`src/rtl/mips_pkg.sv`:
```
// ============================================================================
//  Module   : mips_pkg
//  Purpose  : Shared types and constants for the MIPS run-control slice.
//             Provides the run-controller state encoding and the default
//             datapath / program-counter widths.
//  Ports    : none (package)
//  Revision : 1.0  initial release
// ============================================================================
`default_nettype none

package mips_pkg;

    localparam int DATA_W_DEF = 32;
    localparam int PC_W       = 32;

    typedef enum logic [2:0] {
        IDLE    = 3'd0,
        LOAD    = 3'd1,
        RELEASE = 3'd2,
        RUN     = 3'd3,
        DONE    = 3'd4
    } run_state_e;

endpackage

`default_nettype wire

```
`src/rtl/mips_run_ctrl_if.sv`:
```
// ============================================================================
//  Module   : mips_run_ctrl_if
//  Purpose  : Program-source handshake and instruction-memory write port
//             bundle seen by the run controller.
//  Ports    : src_data/src_valid/src_ready  - valid/ready program source
//             imem_we/imem_addr/imem_wdata  - instruction-memory write port
//  Modports : master - the run controller (accepts words, drives imem)
//             slave  - the environment (program source + memory)
//  Revision : 1.0  initial release
// ============================================================================
`default_nettype none

interface mips_run_ctrl_if #(
    parameter int ADDR_W = 8,
    parameter int DATA_W = 32
);
    logic [DATA_W-1:0] src_data;
    logic              src_valid;
    logic              src_ready;
    logic              imem_we;
    logic [ADDR_W-1:0] imem_addr;
    logic [DATA_W-1:0] imem_wdata;

    modport master (
        input  src_data, src_valid,
        output src_ready, imem_we, imem_addr, imem_wdata
    );

    modport slave (
        output src_data, src_valid,
        input  src_ready, imem_we, imem_addr, imem_wdata
    );
endinterface

`default_nettype wire

```
`src/rtl/mips_halt_detect.sv`:
```
// ============================================================================
//  Module   : mips_halt_detect
//  Purpose  : Flags a core halt when the program counter has not changed for
//             HALT_REPEAT consecutive enabled cycles.
//  Ports    : clk, rst_n   - clock, asynchronous active-low reset
//             en           - run window (counting enabled)
//             capture      - load the reference PC ahead of the run window
//             core_pc      - core program counter
//             halted       - combinational: this cycle completes the streak
//  Revision : 1.0  initial release
// ============================================================================
`default_nettype none

module mips_halt_detect
    import mips_pkg::*;
#(
    parameter int HALT_REPEAT = 3
) (
    input  wire logic            clk,
    input  wire logic            rst_n,
    input  wire logic            en,
    input  wire logic            capture,
    input  wire logic [PC_W-1:0] core_pc,
    output logic                 halted
);

    localparam int                 c_hc_w      = $clog2(HALT_REPEAT + 1);
    localparam logic [c_hc_w-1:0]  c_halt_last = c_hc_w'(HALT_REPEAT - 1);

    logic [PC_W-1:0]   r_pc_prev;
    logic [c_hc_w-1:0] r_hcnt;
    logic              w_same;

    assign w_same = (core_pc == r_pc_prev);

    // The streak completes on the cycle whose comparison would take the
    // counter to HALT_REPEAT, so the controller can leave RUN on that edge.
    assign halted = en && w_same && (r_hcnt >= c_halt_last);

    always_ff @(posedge clk or negedge rst_n) begin
        if (!rst_n) begin
            r_pc_prev <= '0;
            r_hcnt    <= '0;
        end else begin
            if (en || capture) begin
                r_pc_prev <= core_pc;
            end
            if (!en || !w_same) begin
                r_hcnt <= '0;
            end else if (r_hcnt < c_halt_last) begin
                r_hcnt <= r_hcnt + 1'b1;
            end
        end
    end

endmodule

`default_nettype wire

```
`src/rtl/mips_run_ctrl.sv`:
```
// ============================================================================
//  Module   : mips_run_ctrl
//  Purpose  : Run controller for the MIPS core. Holds the core in reset,
//             streams PROG_WORDS program words into instruction memory,
//             releases the core, counts run cycles and ends the run on halt
//             (static PC) or on reaching MAX_CYCLES.
//  Ports    : clk, rst_n            - clock, asynchronous active-low reset
//             start                 - begin load-and-run (IDLE/DONE only)
//             bus (master)          - program source + imem write port
//             core_rst_n, core_pc   - core reset / program counter
//             busy, done, timeout   - run status
//             cycle_count           - cycles executed in the current run
//             exp_chksum, prog_chksum, chksum_ok
//                                   - only with MIPS_RUN_CTRL_CHKSUM_EN
//  Options  : MIPS_RUN_CTRL_CHKSUM_EN adds an XOR checksum of loaded words.
//  Revision : 1.0  initial release
// ============================================================================
`default_nettype none

module mips_run_ctrl
    import mips_pkg::*;
#(
    parameter int ADDR_W      = 8,
    parameter int DATA_W      = DATA_W_DEF,
    parameter int PROG_WORDS  = 64,
    parameter int CNT_W       = 16,
    parameter int MAX_CYCLES  = 1000,
    parameter int HALT_REPEAT = 3
) (
    input  wire logic             clk,
    input  wire logic             rst_n,
    input  wire logic             start,
    mips_run_ctrl_if.master       bus,
    output logic                  core_rst_n,
    input  wire logic [PC_W-1:0]  core_pc,
    output logic                  busy,
    output logic                  done,
    output logic                  timeout,
    output logic [CNT_W-1:0]      cycle_count
`ifdef MIPS_RUN_CTRL_CHKSUM_EN
    ,
    input  wire logic [DATA_W-1:0] exp_chksum,
    output logic [DATA_W-1:0]      prog_chksum,
    output logic                   chksum_ok
`endif
);

    localparam logic [ADDR_W-1:0] c_last_idx = ADDR_W'(PROG_WORDS - 1);
    localparam logic [CNT_W-1:0]  c_max_cyc  = CNT_W'(MAX_CYCLES);

    run_state_e        r_state;
    run_state_e        w_state_next;

    logic              r_src_ready;
    logic              r_imem_we;
    logic [ADDR_W-1:0] r_imem_addr;
    logic [DATA_W-1:0] r_imem_wdata;
    logic              r_core_rst_n;
    logic              r_busy;
    logic              r_done;
    logic              r_timeout;
    logic [CNT_W-1:0]  r_cycle_count;
    logic [ADDR_W-1:0] r_idx;

    logic              w_accept;
    logic              w_last_accept;
    logic              w_halt;
    logic              w_tmo;
    logic              w_start_ok;
    logic [CNT_W-1:0]  w_cnt_inc;

    assign bus.src_ready  = r_src_ready;
    assign bus.imem_we    = r_imem_we;
    assign bus.imem_addr  = r_imem_addr;
    assign bus.imem_wdata = r_imem_wdata;
    assign core_rst_n     = r_core_rst_n;
    assign busy           = r_busy;
    assign done           = r_done;
    assign timeout        = r_timeout;
    assign cycle_count    = r_cycle_count;

    assign w_start_ok    = start && ((r_state == IDLE) || (r_state == DONE));
    assign w_accept      = (r_state == LOAD) && bus.src_valid && r_src_ready;
    assign w_last_accept = w_accept && (r_idx == c_last_idx);

    // Saturating increment; the timeout compare uses the post-increment
    // value so the run stops with cycle_count == MAX_CYCLES exactly.
    assign w_cnt_inc = (r_cycle_count == {CNT_W{1'b1}}) ? r_cycle_count
                                                        : r_cycle_count + 1'b1;
    assign w_tmo     = (w_cnt_inc >= c_max_cyc);

    mips_halt_detect #(
        .HALT_REPEAT (HALT_REPEAT)
    ) u_halt_detect (
        .clk     (clk),
        .rst_n   (rst_n),
        .en      (r_state == RUN),
        .capture (r_state == RELEASE),
        .core_pc (core_pc),
        .halted  (w_halt)
    );

    // ------------------------------------------------------------------
    // State register
    // ------------------------------------------------------------------
    always_ff @(posedge clk or negedge rst_n) begin
        if (!rst_n) begin
            r_state <= IDLE;
        end else begin
            r_state <= w_state_next;
        end
    end

    // ------------------------------------------------------------------
    // Next-state logic
    // ------------------------------------------------------------------
    always_comb begin
        w_state_next = r_state;
        case (r_state)
            IDLE, DONE: if (w_start_ok)           w_state_next = LOAD;
            LOAD:       if (w_last_accept)        w_state_next = RELEASE;
            RELEASE:                              w_state_next = RUN;
            RUN:        if (w_halt || w_tmo)      w_state_next = DONE;
            default:                              w_state_next = IDLE;
        endcase
    end

    // ------------------------------------------------------------------
    // Registered outputs and datapath
    // ------------------------------------------------------------------
    always_ff @(posedge clk or negedge rst_n) begin
        if (!rst_n) begin
            r_src_ready   <= 1'b0;
            r_imem_we     <= 1'b0;
            r_imem_addr   <= '0;
            r_imem_wdata  <= '0;
            r_core_rst_n  <= 1'b0;
            r_busy        <= 1'b0;
            r_done        <= 1'b0;
            r_timeout     <= 1'b0;
            r_cycle_count <= '0;
            r_idx         <= '0;
        end else begin
            r_imem_we <= 1'b0;
            case (r_state)
                IDLE, DONE: begin
                    if (w_start_ok) begin
                        r_busy        <= 1'b1;
                        r_done        <= 1'b0;
                        r_timeout     <= 1'b0;
                        r_cycle_count <= '0;
                        r_idx         <= '0;
                        r_src_ready   <= 1'b1;
                    end
                end
                LOAD: begin
                    if (w_accept) begin
                        r_imem_we    <= 1'b1;
                        r_imem_addr  <= r_idx;
                        r_imem_wdata <= bus.src_data;
                        // Index holds at the last word: no wrap-around.
                        if (w_last_accept) begin
                            r_src_ready <= 1'b0;
                        end else begin
                            r_idx <= r_idx + 1'b1;
                        end
                    end
                end
                RELEASE: begin
                    r_core_rst_n <= 1'b1;
                end
                RUN: begin
                    r_cycle_count <= w_cnt_inc;
                    if (w_halt || w_tmo) begin
                        r_core_rst_n <= 1'b0;
                        r_busy       <= 1'b0;
                        r_done       <= 1'b1;
                        // Halt takes priority when both end the run together.
                        r_timeout    <= !w_halt;
                    end
                end
                default: ;
            endcase
        end
    end

`ifdef MIPS_RUN_CTRL_CHKSUM_EN
    logic [DATA_W-1:0] r_prog_chksum;
    logic              r_chksum_ok;

    assign prog_chksum = r_prog_chksum;
    assign chksum_ok   = r_chksum_ok;

    always_ff @(posedge clk or negedge rst_n) begin
        if (!rst_n) begin
            r_prog_chksum <= '0;
            r_chksum_ok   <= 1'b0;
        end else if (w_start_ok) begin
            r_prog_chksum <= '0;
            r_chksum_ok   <= 1'b0;
        end else if (w_accept) begin
            r_prog_chksum <= r_prog_chksum ^ bus.src_data;
        end else if (r_state == RELEASE) begin
            // Last word is already folded in by the time RELEASE is reached.
            r_chksum_ok <= (r_prog_chksum == exp_chksum);
        end
    end
`endif

endmodule

`default_nettype wire

```
`src/flat_wrapper.sv`:
```
// flat-port wrapper written by rule: the top's interface ports become plain ports
module mips_run_ctrl_flat import mips_pkg::*;
#(
    parameter int ADDR_W      = 8,
    parameter int DATA_W      = DATA_W_DEF,
    parameter int PROG_WORDS  = 64,
    parameter int CNT_W       = 16,
    parameter int MAX_CYCLES  = 1000,
    parameter int HALT_REPEAT = 3
)
  (clk, rst_n, start, core_rst_n, core_pc, busy, done, timeout, cycle_count, bus_src_data, bus_src_valid, bus_src_ready, bus_imem_we, bus_imem_addr, bus_imem_wdata);
  mips_run_ctrl_if #(.ADDR_W(ADDR_W), .DATA_W(DATA_W)) bus_i ();
  input  wire logic clk;
  input  wire logic rst_n;
  input  wire logic start;
  output logic core_rst_n;
  input  wire logic [PC_W-1:0] core_pc;
  output logic busy;
  output logic done;
  output logic timeout;
  output logic [CNT_W-1:0] cycle_count;
  input wire logic [$bits(bus_i.src_data)-1:0] bus_src_data;
  input wire logic [$bits(bus_i.src_valid)-1:0] bus_src_valid;
  output wire logic [$bits(bus_i.src_ready)-1:0] bus_src_ready;
  output wire logic [$bits(bus_i.imem_we)-1:0] bus_imem_we;
  output wire logic [$bits(bus_i.imem_addr)-1:0] bus_imem_addr;
  output wire logic [$bits(bus_i.imem_wdata)-1:0] bus_imem_wdata;
  assign bus_i.src_data = bus_src_data;
  assign bus_i.src_valid = bus_src_valid;
  assign bus_src_ready = bus_i.src_ready;
  assign bus_imem_we = bus_i.imem_we;
  assign bus_imem_addr = bus_i.imem_addr;
  assign bus_imem_wdata = bus_i.imem_wdata;
  mips_run_ctrl #(.ADDR_W(ADDR_W), .DATA_W(DATA_W), .PROG_WORDS(PROG_WORDS), .CNT_W(CNT_W), .MAX_CYCLES(MAX_CYCLES), .HALT_REPEAT(HALT_REPEAT)) u_core (.clk(clk), .rst_n(rst_n), .start(start), .bus(bus_i), .core_rst_n(core_rst_n), .core_pc(core_pc), .busy(busy), .done(done), .timeout(timeout), .cycle_count(cycle_count));
endmodule
```
`config.mk`:
```
export PLATFORM = sky130hd
export DESIGN_NAME = mips_run_ctrl_flat
export DESIGN_NICKNAME = d
export VERILOG_FILES = /design/src/rtl/mips_pkg.sv /design/src/rtl/mips_run_ctrl_if.sv /design/src/rtl/mips_halt_detect.sv /design/src/rtl/mips_run_ctrl.sv /design/src/flat_wrapper.sv
export SDC_FILE = /design/constraint.sdc
export NUM_CORES = 1
export LEC_CHECK = 0
export ABC_AREA = 1
export BUFFER_PORTS_ARGS = -buffer_cell sky130_fd_sc_hd__buf_2
export CAP_MARGIN = 20
export CORE_MARGIN = 3
export CORE_UTILIZATION = 54
export CTS_CLUSTER_SIZE = 16
export DETAILED_ROUTE_END_ITERATION = 16
export PLACE_DENSITY = 0.83
export SETUP_SLACK_MARGIN = 0.15
export SYNTH_ARGS = -nofsm -noshare
export SYNTH_HDL_FRONTEND = slang
export SYNTH_HIERARCHICAL = 1
export SYNTH_SLANG_ARGS = --single-unit
```
`constraint.sdc`:
```
create_clock -name clk -period 2.7 [get_ports clk]
set_input_delay 0.54 -clock clk [delete_from_list [all_inputs] [get_ports clk]]
set_output_delay 0.54 -clock clk [all_outputs]
set_load 0.01 [all_outputs]
```
Yosys cells after proc, flatten, opt, wreduce, memory -nomap -nowiden
Index checks and enable logic that the tools add are counted.
{ "totals": {"regBits": 107, "input_bits": 68, "output_inout_bits": 62} }
{ "op_classes": {"eq_ne": 12, "n_reduce_logical": 26, "addsub": 3, "mux": 27, "order_cmp": 3} }
{ "op_table": {"columns": ["operator", "count"], "rows": [
  ["$eq 32x32->1", 1],
  ["$mux 16", 2],
  ["$pmux 16 s2", 1],
  ["$mux 8", 3],
  ["$add 16x1->16 const B", 1],
  ["$eq 16x16->1 const B", 1],
  ["$ge 16x10->1 const B", 1],
  ["$pmux 8 s2", 1],
  ["$pmux 3 s4", 1],
  ["$pmux 1 s2", 5],
  ["$mux 1", 9],
  ["$mux 3", 3],
  ["$add 8x1->8 const B", 1],
  ["$eq 8x6->1 const B", 1],
  ["$ne 2x1->1 const B", 4],
  ["$reduce_and 4->1", 2],
  ["$reduce_bool 2->1", 4],
  ["$eq 3x2->1 const B", 2],
  ["$logic_and 1x1->1", 6],
  ["$reduce_and 2->1", 3],
  ["$reduce_and 3->1", 2],
  ["$logic_or 1x1->1", 4],
  ["$mux 2", 2],
  ["$eq 3x1->1 const B", 1],
  ["8 further kinds", 10]
]} }

Longest topological paths before layout
Gate-level depths: netlist of run 1.
{ "depth": {"word_depth": 7, "depth_mapped": 16, "ltp_nobuf": 15} }

Modules after synthesis
The synthesis of run 1 kept the hierarchy.
{ "modules_own_cells": {"columns": ["mod", "area_each_um2", "n_inst", "cells_per_inst"], "rows": [
  ["mips_run_ctrl", 3434.5, 1, 427],
  ["mips_halt_detect", 1833.0, 1, 239]
]} }

Worst setup path before layout of run 1
OpenSTA, ideal clock, no wires.
{ "synth_timing": {"path_type": "reg-to-reg", "startpoint": "reg u_core.r_state[0]", "endpoint": "reg u_core.r_timeout, in the netlist u_core/timeout", "required_time_ps": 2583, "path_slack_ps": 711, "path_stages_with_launch": 17, "setup_ps": 117, "arrival_time_ps": 1871, "path_buffers": 1, "cell_sequence": "dfrtp_1 -> inv_1 -> nor3_1 -> buf_4 -> inv_2 -> nor2_1 -> nand2_1 -> nor2_2 -> nand3_2 -> nor3_1 -> a21oi_1 -> nand3_1 -> nor2_2 -> nand2_1 -> nand2_2 -> nand3_1 -> nand2_1"} }
{ "synth_via": {"elab_chain_len": 6, "elab_cells_between_ends": 16, "classes_between": "4 x eq/ne; 2 x mux; 10 x reduce/logical"} }
{ "synth_rtl": {"columns": ["item", "line_no", "source"], "rows": [
  ["start: declaration", "mips_run_ctrl.sv:51", "run_state_e r_state;"],
  ["start signal: assignment", "mips_run_ctrl.sv:110", "r_state <= w_state_next;"],
  ["$eq 3x2->1 (*)", "mips_run_ctrl.sv:97", ".en (r_state == RUN),"],
  ["$logic_and 1x1->1 (*) (2 in series)", "mips_halt_detect.sv:38", "assign halted = en && w_same && (r_hcnt >= c_halt_last);"],
  ["via u_core.w_halt", "mips_run_ctrl.sv:67", "logic w_halt;"],
  ["$logic_not 1->1 or $logic_or 1x1->1 (tied branches)", "mips_run_ctrl.sv:179, mips_run_ctrl.sv:174", null],
  ["$mux 1 or $ne 2x1->1 (tied branches)", null, null],
  ["$pmux 1 s2 or $reduce_and 3->1 (tied branches)", null, null],
  ["end signal: assignment", "mips_run_ctrl.sv:179", "r_timeout <= !w_halt;"],
  ["end: declaration", "mips_run_ctrl.sv:61", "logic r_timeout;"]
]} }
Mark *: on every way through the listed nets, which the timed path passes. The rest lies on a longest branch. The select of a mux whose other input is x is not followed.
A chain may end at the register's enable or synchronous reset.

Worst setup path in the final report of run 1
Same ends and word-level chain as after synthesis.

==> results of run 1 <==
==> metrics by stage <==
step	util, %	power (mW)	std cells
2_1_floorplan	-	3.91	666
3_3_place_gp	64.5	4.50	912
3_5_place_dp	64.5	4.62	912
4_1_cts	66.9	5.74	928
5_1_grt	66.9	6.16	928
6_report	66.9	5.70	928
==> cell families after synthesis <==
group	Yosys count	synth area share (%)
adders and majority gates	3	0.713
and+or+nand+nor	351	27.9
DFF	107	50.8
muxes	11	2.33
xor gates and xnor gates	16	2.66
buffers and inverters	99	7.48
AOI/OAI and AO/OA	79	8.10
==> power by group through the flow <==
stage | registers, mW | logic [mW] | clock network, mW
5_1_grt | 2.59 | 2.37 | 1.20
2_1_floorplan | 2.61 | 1.30 | 0
3_5_place_dp | 2.53 | 2.09 | 0
3_3_place_gp | 2.50 | 2.00 | 0
6_report | 2.51 | 2.08 | 1.12
4_1_cts | 2.51 | 2.09 | 1.14
==> cell usage in the layout, fill, tap and decap left out, types with 6 or more instances in the layout <==
cell type and instances:
nand2_1 252, buf_2 128, dfrtp_1 107, inv_1 77, o21ai_0 47, nor2_1 46
nand3_1 20, a21oi_1 15, clkbuf_8 9, xnor2_1 9, nor3_1 7, nand3_2 7
xor2_1 7, nand4_1 6, mux2_1 6
==> critical path, cell delays in order, from the launching register on <==
cell     delay (ns)
dfrtp_1        0.40
inv_1          0.10
nor3_1         0.29
inv_2          0.04
nor2_1         0.10
nand2_1        0.07
nor2_2         0.12
nand3_2        0.10
nor3_1         0.29
a21oi_1        0.07
nand3_1        0.10
nor2_2         0.05
nand2_1        0.09
nand2_2        0.09
nand3_1        0.07
nand2_1        0.05
==> cell usage after synthesis, drive strengths merged <==
library cell    n
mux2i           1
buf             7
a21oi          15
o211ai          1
dfrtp         107
nor2           53
nand2         256
nand3b          1
nand3          27
a21boi          1
nor3            8
xor2            7
clkinv          2
a31o            3
mux2           10
o21a            1
xnor2           9
ha              3
inv            80
a211oi          1
clkbuf         10
o21ai          52
nand4           6
o22ai           5
==> state kept, by name, indices dropped and copies added, names as in the netlist <==
name / cells
u_core/cycle_count: 16
u_core/bus.imem_we: 1
u_core/core_rst_n: 1
u_core/bus.imem_wdata: 32
u_core/bus.src_ready: 1
u_core/r_idx: 8
u_core/r_state: 3
u_core/u_halt_detect/r_pc_prev: 32
u_core/bus.imem_addr: 8
u_core/u_halt_detect/r_hcnt: 2
u_core/busy: 1
u_core/timeout: 1
u_core/done: 1
==> final timing paths <==
kind | end | slack (ns)
worst max-delay path | u_core/timeout | 0.57
worst min register to register | u_core/bus.imem_addr[4] | 0.49
min in group clk | u_core/bus.imem_wdata[24] | 0.36
worst max register to register | u_core/timeout | 0.57
worst min-delay path | u_core/cycle_count[9] | 0.15
max in group asynchronous | u_core/bus.imem_wdata[6] | 1.87
==> routing by layer <==
metal  track usage [%]  wire length (um)  up-vias
met1              29.1              5070     2235
li1                  -                 -     2325
met3              3.95               712       35
met4              7.69               248        0
met5                 0                 0        -
met2              38.0              6190      179
==> area by class of cell <==
type / instances / area, um2
multi-input cells: 460 / 2200
clock buffers: 10 / 128
inverters: 82 / 308
fillers: 808 / 3100
clock inverters: 6 / 103
repair buffers: 134 / 698
well taps: 129 / 161
flip-flops and latches: 107 / 2680
==> flow_metrics.env, run 1 <==
export IMPL_status="finished, final reports clean"
export IMPL_fp_dieH_um=105
export IMPL_dieArea_mm2=0.0110
export IMPL_criticalPathCategory="register to register"
export IMPL_clockBufferDepth=2
export IMPL_critPathLaunchType="register"
export IMPL_grt_start_max_net_pins=53
export IMPL_crit_required_ns=2.95
export IMPL_cts_buffers=9
export IMPL_cp_end_kind="register"
export IMPL_gp_congestion=0.923
export IMPL_yosys_top_cells_area="dfrtp_1 51%, nand2_1 18%, inv_1 5.5%, o21ai_0 4.5%, nor2_1 3.3%"
export IMPL_port_buffer_count=129
export IMPL_dpl_cell_area_mm2=0.00604
export IMPL_crit_fanout=5
export IMPL_synthCells=666
export IMPL_cts_htree_levels=3
export IMPL_power_switching_mw=2.20
export IMPL_cts_hold_buffers_added=0
export IMPL_slew_headroom_pct=41.3
export IMPL_reg2regPathDepth=15
export IMPL_synth_top_area_cell="dfrtp_1"
export IMPL_drive_above_1_share_pct=22.4
export IMPL_leakage_nw=3.43
export IMPL_antenna_found_initial=0
export IMPL_worstPathArrival_ns=2.39
export IMPL_netlist_area_leader_share_pct=50.8
export IMPL_finClkSkew_ns=0.0150
export IMPL_hold_slack_ns=0.154
export IMPL_core_area_mm2=0.00937
export IMPL_clkPwrFrac_pct=19.6
export IMPL_routedWlPerCell_um=13.2
export IMPL_finalSetupViolCount=0
export IMPL_drv_cap=0
export IMPL_io_pins=130
export IMPL_rows=35
export IMPL_firstDrtPassIters=6
export IMPL_synth_area_mm2=0.00527
export IMPL_drc=0
export IMPL_setup_worst_path_start="u_core/r_state[0]"
export IMPL_clock_latency_ns=0.36
export IMPL_setup_tns_final_ns=0
export IMPL_postCtsSetupBuffers=0
export IMPL_nNetsFinal=865
export IMPL_yosysUniqueCellTypes=35
export IMPL_syn_avg_cell_area_um2=7.91
export IMPL_slew_viol_final=0
export IMPL_drtIter0Drc=294
export IMPL_worst_slack_ns=0.566
export IMPL_grt_util_all_layers_pct=22.4
export IMPL_timing_final_crit_share_pct=79.0
export IMPL_tritoncts="done"
export IMPL_num_vias=4774
export IMPL_max_freq_mhz=469
export IMPL_antennaDiodeCount=0
export IMPL_grt_overflow_total=0
export IMPL_dp_slack_ns=0.605
export IMPL_switching_share_pct=38.5
export IMPL_min_period_ns=2.13
export IMPL_post_cts_resize_count=0
export IMPL_rsz0062_at_grt="no"
export IMPL_cts_root_buf="clkbuf_8"
export IMPL_finalHoldViolations=0
export IMPL_syn2layout_area_growth_pct=19.0
export IMPL_final_area_mm2=0.00627
export IMPL_clk_pin_slew_ns=0.10
export IMPL_hold_class="input pin to asynchronous set/reset pin"
export IMPL_finalWirelength_mm=12.2
export IMPL_yosys_register_bits=107
export IMPL_pwr_share_seq_pct=44.0
export IMPL_initial_core_util_pct=56.2
export IMPL_numClockSinks=107
export IMPL_worst_slew_pin_slew_ns=0.875
export IMPL_ys_seq_area_share_pct=50.8
export IMPL_intPower_mw=3.50
export IMPL_reg2reg_from="u_core/r_state[0]"
export IMPL_yosysWarnings=6
export IMPL_syn_num_nets=737
export IMPL_hpwl_mm=9.03
export IMPL_grt_pass1_vias=4529
export IMPL_p_per_area_mw_per_mm2=909
export IMPL_p_comb_share_pct=36.4
export IMPL_grt_pass1_wl_mm=20.7
export IMPL_final_antenna_net_count=0
export IMPL_die_w_um=105
export IMPL_peakVddDrop_v=0.000472
export IMPL_vias_per_cell=5.14
Power figures use the tool's default switching activity.
==> run 2: changes to the inputs <==
--- a/config.mk
+++ b/config.mk
@@ -9,10 +9,10 @@
 export BUFFER_PORTS_ARGS = -buffer_cell sky130_fd_sc_hd__buf_2
 export CAP_MARGIN = 20
 export CORE_MARGIN = 3
-export CORE_UTILIZATION = 54
+export CORE_UTILIZATION = 48
 export CTS_CLUSTER_SIZE = 16
 export DETAILED_ROUTE_END_ITERATION = 16
-export PLACE_DENSITY = 0.83
+export PLACE_DENSITY = 0.78
 export SETUP_SLACK_MARGIN = 0.15
 export SYNTH_ARGS = -nofsm -noshare
 export SYNTH_HDL_FRONTEND = slang
==> constraint.sdc (replaced) <==
create_clock -name clk -period 1.8 [get_ports clk]
set_input_delay 0.36 -clock clk [delete_from_list [all_inputs] [get_ports clk]]
set_output_delay 0.36 -clock clk [all_outputs]
set_load 0.01 [all_outputs]
==> run 2 against run 1 <==
The flow now finishes with violations (setup timing); non-clock buffer count up 47; clock power up 39%; core utilization up 2.0 points; via count up 5.7%; sequential share of layout area down 5.6 points; global-route usage down 1.5 points; cell area up 15%; critical path depth down 3; worst setup slack worse by 0.62 ns; largest power group is now combinational logic; highest routed layer unchanged.
==> flow_metrics.env, run 2 (synthesis gave the netlist of run 1 again) <==
export IMPL_finalWirelength_mm=14.5
export IMPL_register_area_mm2=0.00269
export IMPL_tritoncts="done"
export IMPL_cts_htree_levels=3
export IMPL_final_area_mm2=0.00724
export IMPL_final_antenna_net_count=0
export IMPL_clk_pin_slew_ns=0.11
export IMPL_drive_above_1_share_pct=37.9
export IMPL_numClockSinks=107
export IMPL_hold_class="input pin to register"
export IMPL_core_area_mm2=0.0105
export IMPL_finClkSkew_ns=0.0148
export IMPL_rows=37
export IMPL_layout_commonest_cell="nand2_1"
export IMPL_dpl_cell_area_mm2=0.00625
export IMPL_status="finished, violations left"
export IMPL_grt_pass1_wl_mm=21.6
export IMPL_criticalPathCategory="register to register"
export IMPL_hpwl_mm=9.34
export IMPL_min_period_ns=1.85
export IMPL_clkPwrFrac_pct=16.0
export IMPL_worst_slew_pin_slew_ns=0.494
export IMPL_antenna_found_initial=2
export IMPL_power_switching_mw=3.82
export IMPL_fp_dieH_um=111
export IMPL_stdcell_count=984
export IMPL_slew_viol_final=0
export IMPL_vias_per_cell=5.13
export IMPL_routedWlPerCell_um=14.8
export IMPL_gp_congestion=0.901
export IMPL_intPower_mw=5.92
export IMPL_io_pins=130
export IMPL_timing_final_crit_share_pct=103
export IMPL_cp_end_kind="register"
export IMPL_switching_share_pct=39.3
export IMPL_die_w_um=111
export IMPL_peakVddDrop_v=0.000727
export IMPL_slew_headroom_pct=67.1
export IMPL_grt_overflow_total=0
export IMPL_firstDrtPassIters=8
export IMPL_syn2layout_area_growth_pct=37.4
export IMPL_mostFrequentLayoutCells="205 x nand2_1, 128 x buf_2, 101 x dfrtp_1"
export IMPL_finalHoldViolations=0
export IMPL_p_comb_share_pct=45.4
export IMPL_violations="setup timing"
export IMPL_crit_required_ns=2.06
export IMPL_multi_input_area_mm2=0.00264
export IMPL_final_util_pct=68.9
export IMPL_worst_slack_ns=-0.0529
export IMPL_finalSetupViolCount=6
export IMPL_grt_pass1_vias=4683
export IMPL_crit_fanout=5
export IMPL_clock_latency_ns=0.37
export IMPL_cts_buffers=9
export IMPL_initial_core_util_pct=50.1
export IMPL_setup_tns_final_ns=-0.177
export IMPL_hold_slack_ns=0.177
export IMPL_dp_cells=939
export IMPL_drtIter0Drc=301
export IMPL_nNetsFinal=912
export IMPL_num_vias=5045
export IMPL_port_buffer_count=129
export IMPL_critPathLaunchType="register"
export IMPL_pwr_share_seq_pct=38.6
export IMPL_p_per_area_mw_per_mm2=1350
export IMPL_cts_root_buf="clkbuf_8"
export IMPL_drv_cap=0
export IMPL_worstPathArrival_ns=2.12
export IMPL_grt_util_all_layers_pct=20.9
export IMPL_leakage_nw=3.91
export IMPL_fillers=772
export IMPL_rsz0062_at_grt="yes"
export IMPL_dieArea_mm2=0.0123
export IMPL_clockBufferDepth=2
export IMPL_max_freq_mhz=540
export IMPL_grt_start_max_net_pins=45
export IMPL_drc=0
## run 2: cell types whose count changed in the layout (fill, tap and decap cells not counted), moves of 6 or more
cell | previous run | this run
nand2_1 | 252 | 205
nand2_2 | 4 | 32
buf_4 | 5 | 30
nand2_4 | 0 | 19
buf_6 | 0 | 13
nor2_1 | 46 | 34
o21ai_0 | 47 | 36
nand3_1 | 20 | 11
nor2_2 | 4 | 11
dfrtp_1 | 107 | 101
dfrtp_2 | 0 | 6
o21ai_2 | 1 | 7
## run 2: power groups by stage
| stage | Combinational (mW) | Clock [mW] | Sequential [mW] |
|---|---|---|---|
| global route | 4.91 | 1.69 | 3.86 |
| floorplan | 1.95 | 0 | 3.92 |
| global placement | 3.27 | 0 | 3.73 |
| detailed placement | 3.40 | 0 | 3.77 |
| finish | 4.42 | 1.56 | 3.76 |
| CTS | 3.51 | 1.59 | 3.73 |
## run 2: final cells by class
class / count / area share (%)
multi-input cells: 460 / 36.4
diodes: 2 / 0.0691
clock inverters: 5 / 0.830
flip-flops and latches: 107 / 37.1
repair buffers: 181 / 16.8
inverters: 82 / 4.34
well taps: 136 / 2.35
clock buffers: 11 / 2.09
## run 2: final timing paths
path | startpoint | to | slack [ns] | cells after the start
min | bus_src_data[1] | u_core/bus.imem_wdata[1] | 0.18 | 3
min reg2reg | u_core/bus.imem_wdata[18] | u_core/bus.imem_wdata[18] | 0.48 | 2
max | u_core/cycle_count[1] | u_core/timeout | -0.05 | 12
max reg2reg | u_core/cycle_count[1] | u_core/timeout | -0.05 | 12
max in group asynchronous | rst_n | u_core/cycle_count[2] | 0.70 | 3
min in group asynchronous | rst_n | u_core/r_idx[2] | 0.50 | 2
## run 2: worst max-delay path, stage by stage, from the launching register on
cell and delay [ns]:
dfrtp_1 0.41, buf_4 0.16, nand2_1 0.06, nor2_1 0.18, nand3_1 0.10, nand2_1 0.10, nand2_1 0.07, o21ai_1 0.21
nand3_2 0.14, nand2_2 0.12, nand2_4 0.08, nand3_1 0.07, nand2_1 0.05
## run 2: per-stage QoR
step           worst slack [ns]  power [mW]
6_report                -0.0529        9.74
5_1_grt                  -0.164        10.5
4_1_cts                 -0.0719        8.84
3_5_place_dp            -0.0941        7.17
3_3_place_gp            -0.0220        6.99
2_1_floorplan           -0.0191        5.88
## run 2: metal layers
metal | vias up | share of wire (%) | track usage (%)
li1 | 2428 | - | -
met1 | 2378 | 40 | 26.8
met2 | 208 | 52 | 35.7
met3 | 31 | 5.8 | 3.28
met4 | 0 | 2.3 | 7.96
met5 | - | 0 | 0
## run 2: what timing repair did
item,in CTS,in global routing
buffers inserted,5,16
endpoints found under the hold margin,33,0
gates resized for setup,15,133
pin swaps,10,47
hold buffers,1,0
endpoints found under the setup margin,21,93
cloned,0,5
==> run 3: changes to the inputs <==
--- a/config.mk
+++ b/config.mk
@@ -8,11 +8,13 @@
 export ABC_AREA = 1
 export BUFFER_PORTS_ARGS = -buffer_cell sky130_fd_sc_hd__buf_2
 export CAP_MARGIN = 20
+export CELL_PAD_IN_SITES_DETAIL_PLACEMENT = 1
+export CELL_PAD_IN_SITES_GLOBAL_PLACEMENT = 1
 export CORE_MARGIN = 3
-export CORE_UTILIZATION = 48
+export CORE_UTILIZATION = 25
 export CTS_CLUSTER_SIZE = 16
 export DETAILED_ROUTE_END_ITERATION = 16
-export PLACE_DENSITY = 0.78
+export PLACE_DENSITY = 0.6
 export SETUP_SLACK_MARGIN = 0.15
 export SYNTH_ARGS = -nofsm -noshare
 export SYNTH_HDL_FRONTEND = slang
==> run 3 against run 2 <==
The flow still finishes with violations (setup timing); die area increased by 86%; core utilization decreased by 31 points; sequential cell count unchanged; register-to-register slack got worse by 0.04 ns; hold slack improved by 0.011 ns; clock-buffer cell count decreased by 1; cell count increased by 18%; critical path depth decreased by 1; fmax decreased by 2.1%; clock skew decreased by 0.0085 ns; first-iteration DRC count decreased by 54%; critical endpoint unchanged; largest cell class unchanged; largest power group unchanged.
==> flow_metrics.env, run 3 (synthesis gave the netlist of run 1 again) <==
export IMPL_mostFrequentLayoutCells="237 x nand2_1, 128 x buf_2, 100 x dfrtp_1"
export IMPL_fin_total_pwr_mw=10.4
export IMPL_syn2layout_area_growth_pct=47.4
export IMPL_use_met1_pct=18.4
export IMPL_hold_slack_ns=0.188
export IMPL_worst_slack_ns=-0.0925
export IMPL_timing_final_crit_share_pct=105
export IMPL_pwr_share_seq_pct=36.0
export IMPL_register_area_mm2=0.00269
export IMPL_fillers=2510
export IMPL_status="finished, violations left"
export IMPL_max_freq_mhz=528
export IMPL_vias_per_cell=4.29
export IMPL_critPathLaunchType="register"
export IMPL_grt_pass1_wl_mm=25.7
export IMPL_port_buffer_count=129
export IMPL_io_pins=130
export IMPL_dieArea_mm2=0.0228
export IMPL_rsz0062_at_grt="yes"
export IMPL_min_period_ns=1.89
export IMPL_layout_commonest_cell="nand2_1"
export IMPL_switching_share_pct=37.5
export IMPL_clk_pin_slew_ns=0.08
export IMPL_antennaDiodeCount=0
export IMPL_worst_slew_pin_slew_ns=0.384
export IMPL_grt_overflow_total=0
export IMPL_slew_headroom_pct=74.2
export IMPL_cts_buffers=9
export IMPL_grt_pass1_vias=5056
export IMPL_cts_root_buf="clkbuf_16"
export IMPL_die_w_um=151
export IMPL_grt_util_all_layers_pct=14.3
export IMPL_crit_fanout=4
export IMPL_antenna_found_initial=0
export IMPL_drtIter0Drc=139
export IMPL_hold_class="input pin to register"
export IMPL_slew_viol_final=0
export IMPL_multi_input_area_mm2=0.00253
export IMPL_nNetsFinal=956
export IMPL_clock_latency_ns=0.36
export IMPL_drc=0
export IMPL_worstPathArrival_ns=2.14
export IMPL_power_switching_mw=3.91
export IMPL_use_met2_pct=24.0
export IMPL_cts_htree_levels=3
export IMPL_routedWlPerCell_um=14.2
export IMPL_grt_use_met3_pct=2.48
export IMPL_busiest_layer="met2"
export IMPL_finalHoldViolations=0
export IMPL_p_comb_share_pct=43.9
export IMPL_firstDrtPassIters=4
export IMPL_numClockSinks=107
export IMPL_rows=52
export IMPL_gp_congestion=0.796
export IMPL_tritoncts="done"
export IMPL_clkPwrFrac_pct=20.1
export IMPL_finClkSkew_ns=0.00627
export IMPL_initial_core_util_pct=25.7
export IMPL_leakage_nw=4.07
export IMPL_finalSetupViolCount=6
export IMPL_peakVddDrop_v=0.000596
export IMPL_p_per_area_mw_per_mm2=1340
export IMPL_cp_end_kind="register"
export IMPL_grt_start_max_net_pins=48
export IMPL_hpwl_mm=11.5
export IMPL_num_vias=4982
export IMPL_drv_cap=0
export IMPL_fp_dieH_um=151
export IMPL_criticalPathCategory="register to register"
export IMPL_core_area_mm2=0.0205
export IMPL_intPower_mw=6.51
export IMPL_violations="setup timing"
export IMPL_final_antenna_net_count=0
export IMPL_finalWirelength_mm=16.4
export IMPL_clockBufferDepth=2
export IMPL_drive_above_1_share_pct=39.1
export IMPL_crit_required_ns=2.05
run 3: cell count changes in the layout (fill, tap and decap cells not counted), moves of 4 or more:
cell	previous run	this run
nand2_1	205	237
nand2_2	32	16
mux2_4	0	4
nor2_1	34	27
mux2_1	6	2
nand2_4	19	3
clkbuf_8	11	0
buf_4	30	74
clkbuf_16	3	15
nor2_4	8	12
run 3: worst max-delay path, cell delays in order (launching register included):
cell	delay, ns
dfrtp_1	0.43
nand2_2	0.10
buf_4	0.14
nor2_1	0.13
nand4_1	0.13
nand2_1	0.08
nand4_1	0.20
nor2_2	0.20
nand2_1	0.10
buf_4	0.13
nand3b_1	0.09
nand2_1	0.06
run 3: power by group through the flow:
stage | Sequential (mW) | Combinational, mW | Clock, mW
after floorplan | 3.92 | 1.95 | 0
after global placement | 3.76 | 3.62 | 0
after detailed placement | 3.78 | 3.69 | 0
after CTS | 3.75 | 3.81 | 2.17
after global routing | 3.87 | 5.12 | 2.28
final | 3.75 | 4.57 | 2.10
run 3: final cells by class:
type                       instances  area share, %
clock buffer                      10           2.95
clock inverter                     6          0.951
inverter                          82           4.01
multi-input combinational        460           32.6
sequential                       107           34.6
tap                              270           4.35
timing repair buffer             225           20.6
run 3: worst paths after layout:
path                                     startpoint                         to  slack, ns  depth (start not counted)
min reg2reg                u_core/bus.imem_wdata[9]   u_core/bus.imem_wdata[9]       0.48                          2
max                           u_core/cycle_count[7]             u_core/timeout      -0.09                         11
max in group asynchronous                     rst_n          u_core/r_state[2]       0.82                          3
min in group asynchronous                     rst_n    u_core/bus.imem_addr[2]       0.41                          2
max reg2reg                   u_core/cycle_count[7]             u_core/timeout      -0.09                         11
min                                bus_src_data[28]  u_core/bus.imem_wdata[28]       0.19                          3
run 3: per-layer routing:
layer / vias up / part of all wire [%]
met5: - / 0
met4: 0 / 1.5
met3: 13 / 3.7
met2: 74 / 49
met1: 2383 / 46
li1: 2512 / -
run 3: metrics by stage:
step	setup WS [ns]	setup TNS [ns]	std cells	instance area (um2)	utilization (%)
floorplan	-0.0191	-0.0466	666	5280	-
global placement	-0.126	-0.596	1110	6720	32.8
detailed placement	-0.164	-0.882	1110	6720	32.8
CTS	-0.0459	-0.132	1135	7230	35.3
global route	-0.244	-3.45	1160	7760	37.9
finish	-0.0925	-0.169	1160	7760	37.9
run 3: repair_timing:
action / in CTS / in global routing
hold buffers: 1 / 0
gates resized for setup: 43 / 73
setup endpoints to repair: 27 / 57
cloned: 0 / 7
endpoints found under the hold margin: 14 / 0
buffers inserted: 8 / 18
pin swaps: 11 / 29
